### src/rtl/sha256_msg_sched_ctrl.sv
// sha256_msg_sched_ctrl: sequencer that loads a 512-bit block into the SHA-256 message scheduler and steps rounds 0..63
//   clk, reset_n (async, active-low)
//   start_i, abort_i                        : block request / synchronous abort
//   msg_valid_i, msg_data_i, msg_ready_o    : 32-bit message word stream, M[0] first
//   ms_new_block_o, ms_ctrl_start_o, ms_stn_o, ms_we_o, ms_addr_o, ms_data_o, round_o : scheduler controls
//   wt_valid_o, cmp_ready_i                 : W[round_o] handshake towards the compression core
//   busy_o, done_o                          : status
module sha256_msg_sched_ctrl #(
  parameter int WCALC_CYCLES = 4
) (
  input  logic        clk,
  input  logic        reset_n,
  input  logic        start_i,
  input  logic        abort_i,
  input  logic        msg_valid_i,
  input  logic [31:0] msg_data_i,
  output logic        msg_ready_o,
  output logic        ms_new_block_o,
  output logic        ms_ctrl_start_o,
  output logic        ms_stn_o,
  output logic        ms_we_o,
  output logic [3:0]  ms_addr_o,
  output logic [31:0] ms_data_o,
  output logic [5:0]  round_o,
  output logic        wt_valid_o,
  input  logic        cmp_ready_i,
  output logic        busy_o,
  output logic        done_o
);
  typedef enum logic [2:0] {S_IDLE, S_LOAD, S_ISSUE, S_WAIT, S_HOLD} state_t;
  localparam logic [3:0] WLAST = 4'(WCALC_CYCLES - 1);
  state_t      r_state, w_state;
  logic [3:0]  r_cnt, w_cnt;
  logic [5:0]  r_round, w_round;
  logic [3:0]  r_wcnt, w_wcnt;
  logic        r_new_block, w_new_block;
  logic        r_done, w_done;
  logic        w_hi_round;
  assign w_hi_round      = r_round >= 6'd16;
  assign msg_ready_o     = r_state == S_LOAD;
  assign ms_we_o         = msg_valid_i & msg_ready_o;
  assign ms_addr_o       = r_cnt;
  // data is gated so every output reads 0 outside LOAD, including during reset
  assign ms_data_o       = msg_ready_o ? msg_data_i : 32'd0;
  assign ms_new_block_o  = r_new_block;
  assign ms_ctrl_start_o = r_state == S_ISSUE && r_round == 6'd0;
  assign ms_stn_o        = r_state == S_ISSUE && w_hi_round;
  assign round_o         = r_round;
  assign wt_valid_o      = r_state == S_HOLD;
  assign busy_o          = r_state != S_IDLE;
  assign done_o          = r_done;
  always_ff @(posedge clk or negedge reset_n) begin
    if (!reset_n) begin
      r_state     <= S_IDLE;
      r_cnt       <= 4'd0;
      r_round     <= 6'd0;
      r_wcnt      <= 4'd0;
      r_new_block <= 1'b0;
      r_done      <= 1'b0;
    end else begin
      r_state     <= w_state;
      r_cnt       <= w_cnt;
      r_round     <= w_round;
      r_wcnt      <= w_wcnt;
      r_new_block <= w_new_block;
      r_done      <= w_done;
    end
  end
  always_comb begin
    w_state     = r_state;
    w_cnt       = r_cnt;
    w_round     = r_round;
    w_wcnt      = r_wcnt;
    w_new_block = 1'b0;
    w_done      = 1'b0;
    if (abort_i) begin
      w_state = S_IDLE;
      w_cnt   = 4'd0;
      w_round = 6'd0;
      w_wcnt  = 4'd0;
    end else begin
      case (r_state)
        S_IDLE: begin
          w_cnt   = 4'd0;
          w_round = 6'd0;
          if (start_i) begin
            w_state     = S_LOAD;
            w_new_block = 1'b1;
          end
        end
        S_LOAD: begin
          // counter wraps to 0 on the 16th word, leaving it clean for the next block
          if (ms_we_o) begin
            w_cnt   = r_cnt + 4'd1;
            w_state = r_cnt == 4'd15 ? S_ISSUE : S_LOAD;
          end
        end
        S_ISSUE: begin
          w_wcnt  = 4'd0;
          w_state = w_hi_round ? S_WAIT : S_HOLD;
        end
        S_WAIT: begin
          w_wcnt  = r_wcnt + 4'd1;
          w_state = r_wcnt == WLAST ? S_HOLD : S_WAIT;
        end
        S_HOLD: begin
          if (cmp_ready_i) begin
            if (r_round == 6'd63) begin
              w_state = S_IDLE;
              w_done  = 1'b1;
            end else begin
              w_round = r_round + 6'd1;
              w_state = S_ISSUE;
            end
          end
        end
        default: w_state = S_IDLE;
      endcase
    end
  end
endmodule

### config.mk
export PLATFORM = sky130hd
export DESIGN_NAME = sha256_msg_sched_ctrl
export DESIGN_NICKNAME = d
export VERILOG_FILES = /design/src/rtl/sha256_msg_sched_ctrl.sv
export SDC_FILE = /design/constraint.sdc
export NUM_CORES = 1
export LEC_CHECK = 0
export CELL_PAD_IN_SITES_DETAIL_PLACEMENT = 0
export CELL_PAD_IN_SITES_GLOBAL_PLACEMENT = 1
export CORE_MARGIN = 2
export CORE_UTILIZATION = 25
export DETAILED_ROUTE_END_ITERATION = 10
export GPL_TIMING_DRIVEN = 0
export PLACE_DENSITY_LB_ADDON = 0.1
export SLEW_MARGIN = 10
export SYNTH_ARGS = -nofsm -noshare
export SYNTH_HDL_FRONTEND = slang
export SYNTH_SLANG_ARGS = --single-unit
### constraint.sdc
create_clock -name clk -period 1.8 [get_ports clk]
set_clock_uncertainty 0.05 [all_clocks]
set_input_delay 0.36 -clock clk [delete_from_list [all_inputs] [get_ports clk]]
set_output_delay 0.36 -clock clk [all_outputs]
set_load 0.02 [all_outputs]
==> metrics.txt <==
die area 6440 sq um; Clock Path Buffers 2; critical path startpoint category flip-flop; final wirelength 5.46 mm; ratio of final minimum period to clock period 102%; Crit. End Element output port; sequential area share after synthesis 32.7%; layout cells sized above 1 42.7%; routed len/inst 15.2 um; routing usage on met2 27.8%; slowest stage delay, CP 0.38 ns; TritonCTS clock tree built; Synth Instances 181; GRT met3 Usage 2.47%; IR Drop Worst-Case VDD 0.316 mV; EDFF count, synth 0; vias in the first global route 1625; fmax 542 MHz; WS Path Type flip-flop to output port; Antenna diodes 0; core footprint 5570 sq um; DP Worst Slack -0.543 ns; DR iter-0 viols 43; worst slew pin tran 0.960 ns; # H-tree levels 1; Final GP Congestion 0.743; final worst path period need 1.84 ns; main combinational cell family by area after synthesis simple AND/OR/NAND/NOR gates; asr flop ratio synth 100%; xor/xnor share of the synthesized area 0%; most instantiated library cell after synthesis and3_1; width of the die 80.2 um; #FFs+latches synth 19; Hold Vio Cnt, Final 0; Detailed Routing Iterations Pass 1 4; number of routed nets with antenna violations 0; unrepaired setup endpoints after global routing true; most frequent CP cell buf_6; synth unique cells 41; # rows 27; Die Height 80.2 um; Num CTS Buffers 3; Adder-Cell Fraction of Synth Area 3.45%; commonest cells in the netlist 36 x and3_1, 19 x dfrtp_1, 15 x a21oi_1, 10 x nor2_1; Synth Area in Compound Gates 16.7%; grt peak-use layer met2; Buffers on Ports 86; Synth Net Count 223; Yosys top cell by area dfrtp_1; Initial Utilization 26.1%; crit path DAT 1.43 ns; DP HPWL 3.93 mm; Slowest-stage cell, CP dfrtp_1; violated checks negative setup slack; Vias 1745; via/cell ratio 4.87; most common flop cell mapped by yosys dfrtp_1; Worst-Skew Late Latency 0.26 ns; critical path cell sequence buf_6, nor2_4, buf_12, buf_8, and3_4, buf_6; final worst slack -0.0436 ns; Mapped Avg Cell Area 8.03 sq um; met1 global-route usage 22.3%; DP Area 2410 sq um; # IOs 88; cts hold-fix bufs 0; DRC 0; Setup violations, final 35; Relative slew margins 35.8%; P_leak 0.00127 uW; Critical Path RT 1.39 ns; yosys warns 0; HP Class input port to flip-flop; maxcap violations 0; Multi-input gate area 1080 sq um; mux cell area share after synthesis 0.775%; flop-to-flop setup slack 0.07 ns; initial antenna violation count 0; total track usage 16.4%; Final Core Density 52.0%; top post-synthesis cells by area dfrtp_1 33%, and3_1 16%, a21oi_1 5.2%, nand2b_1 3.9%, ha_1 3.4%; Final Cell Area 2900 sq um; clk slew on worst S/H paths 0.08 ns; Power per Cell Area 466 nW/um^2; Fillers 565; post-synth top area share 32.7%; TritonCTS sink count 19; Nets 329; Netlist Area Pre-Place 1450 sq um; synth-to-layout area growth 99.6%; Root Buffer clkbuf_8; max-slew violation count 0; largest net degree at the start of global routing 20; gr ovfl total 0; Reg area 478 sq um; status finished, violations left; global-route wire length before repair 8.38 mm; CP max FO 8; simple-gate share of the synthesized area 39.9%
==> cell type report <==
class | count | share of cell area [%]
multi-input combinational | 142 | 37.1
timing repair buffer | 101 | 36.2
sequential | 19 | 16.5
buffer | 15 | 4.75
tap | 72 | 3.11
clock buffer | 3 | 1.42
inverter | 5 | 0.734
clock inverter | 1 | 0.173
==> metrics by stage <==
| stage | hold WS [ns] | cells | total power (uW) | setup TNS [ns] |
|---|---|---|---|---|
| final | 0.355 | 358 | 1350 | -1.16 |
| after global routing | 0.354 | 358 | 1420 | -3.72 |
| after CTS | 0.330 | 355 | 1310 | -2.48 |
| after detailed placement | 0.505 | 339 | 939 | -18.17 |
| after global placement | 0.498 | 339 | 940 | -18.96 |
| after floorplan | 0.0144 | 181 | 670 | 0 |
==> metal layers <==
metal,vias to the layer above,share of wire (%)
li1,872,-
met1,851,45
met2,20,52
met3,2,2.6
met4,0,0.44
met5,-,0
==> report_power, final <==
| part | switching (uW) | total (uW) | internal, uW | leakage (uW) |
|---|---|---|---|---|
| sequential | 8.41 | 442 | 433 | 0.000260 |
| combinational | 267 | 597 | 330 | 0.000981 |
| clock | 159 | 313 | 154 | 0.0000255 |
==> sequential cells by signal (all words and copies together), names as in the netlist <==
name	cells
ms_new_block_o	1
r_wcnt	4
done_o	1
ms_addr_o	4
r_state	3
round_o	6
==> critical path, delay by kind of cell, from the launching register on <==
kind / cells / cell delay, ns
and+or+nand+nor: 2 / 0.26
DFF: 1 / 0.38
buffers and inverters: 4 / 0.51
==> logic make-up (layout without fill, tap and decap cells) <==
logic type / after synthesis / count (layout)
buf+inv: 20 / 125
compound gates: 39 / 39
simple gates: 98 / 98
flops: 19 / 19
fa+ha+maj: 4 / 4
mux: 1 / 1
==> layout by cell type (no fill, tap or decap), types with 4 or more instances in the layout <==
cell             instances
buf_8                    6
and3_1                   5
nand2b_1                 9
nand3_1                  7
clkdlybuf4s50_1         43
a21oi_1                 15
nor3_1                   5
nor2_1                   7
o21ai_0                  9
buf_6                   38
nand2_1                  9
buf_4                   14
clkbuf_8                 4
or3_1                    4
and3_4                  31
dfrtp_1                 17
==> path summary, 6_finish.rpt <==
path / start / to / depth (start not counted)
min in group asynchronous: reset_n / ms_addr_o[2]$_DFFE_PN0P_ / 1
min: cmp_ready_i / done_o$_DFF_PN0_ / 3
max in group asynchronous: reset_n / r_state[2]$_DFFE_PN0P_ / 1
min reg2reg: r_wcnt[1]$_DFFE_PN0P_ / r_wcnt[1]$_DFFE_PN0P_ / 2
max reg2reg: r_state[1]$_DFFE_PN0P_ / round_o[4]$_DFFE_PN0P_ / 6
max: r_state[1]$_DFFE_PN0P_ / ms_data_o[20] / 6
==> repair_timing <==
action / CTS / global route
gates cloned: 3 / 0
gates resized for setup: 253 / 52
pin swaps: 9 / 16
setup buffers: 9 / 3
setup endpoints to repair: 40 / 44
Power figures use the tool's default switching activity.
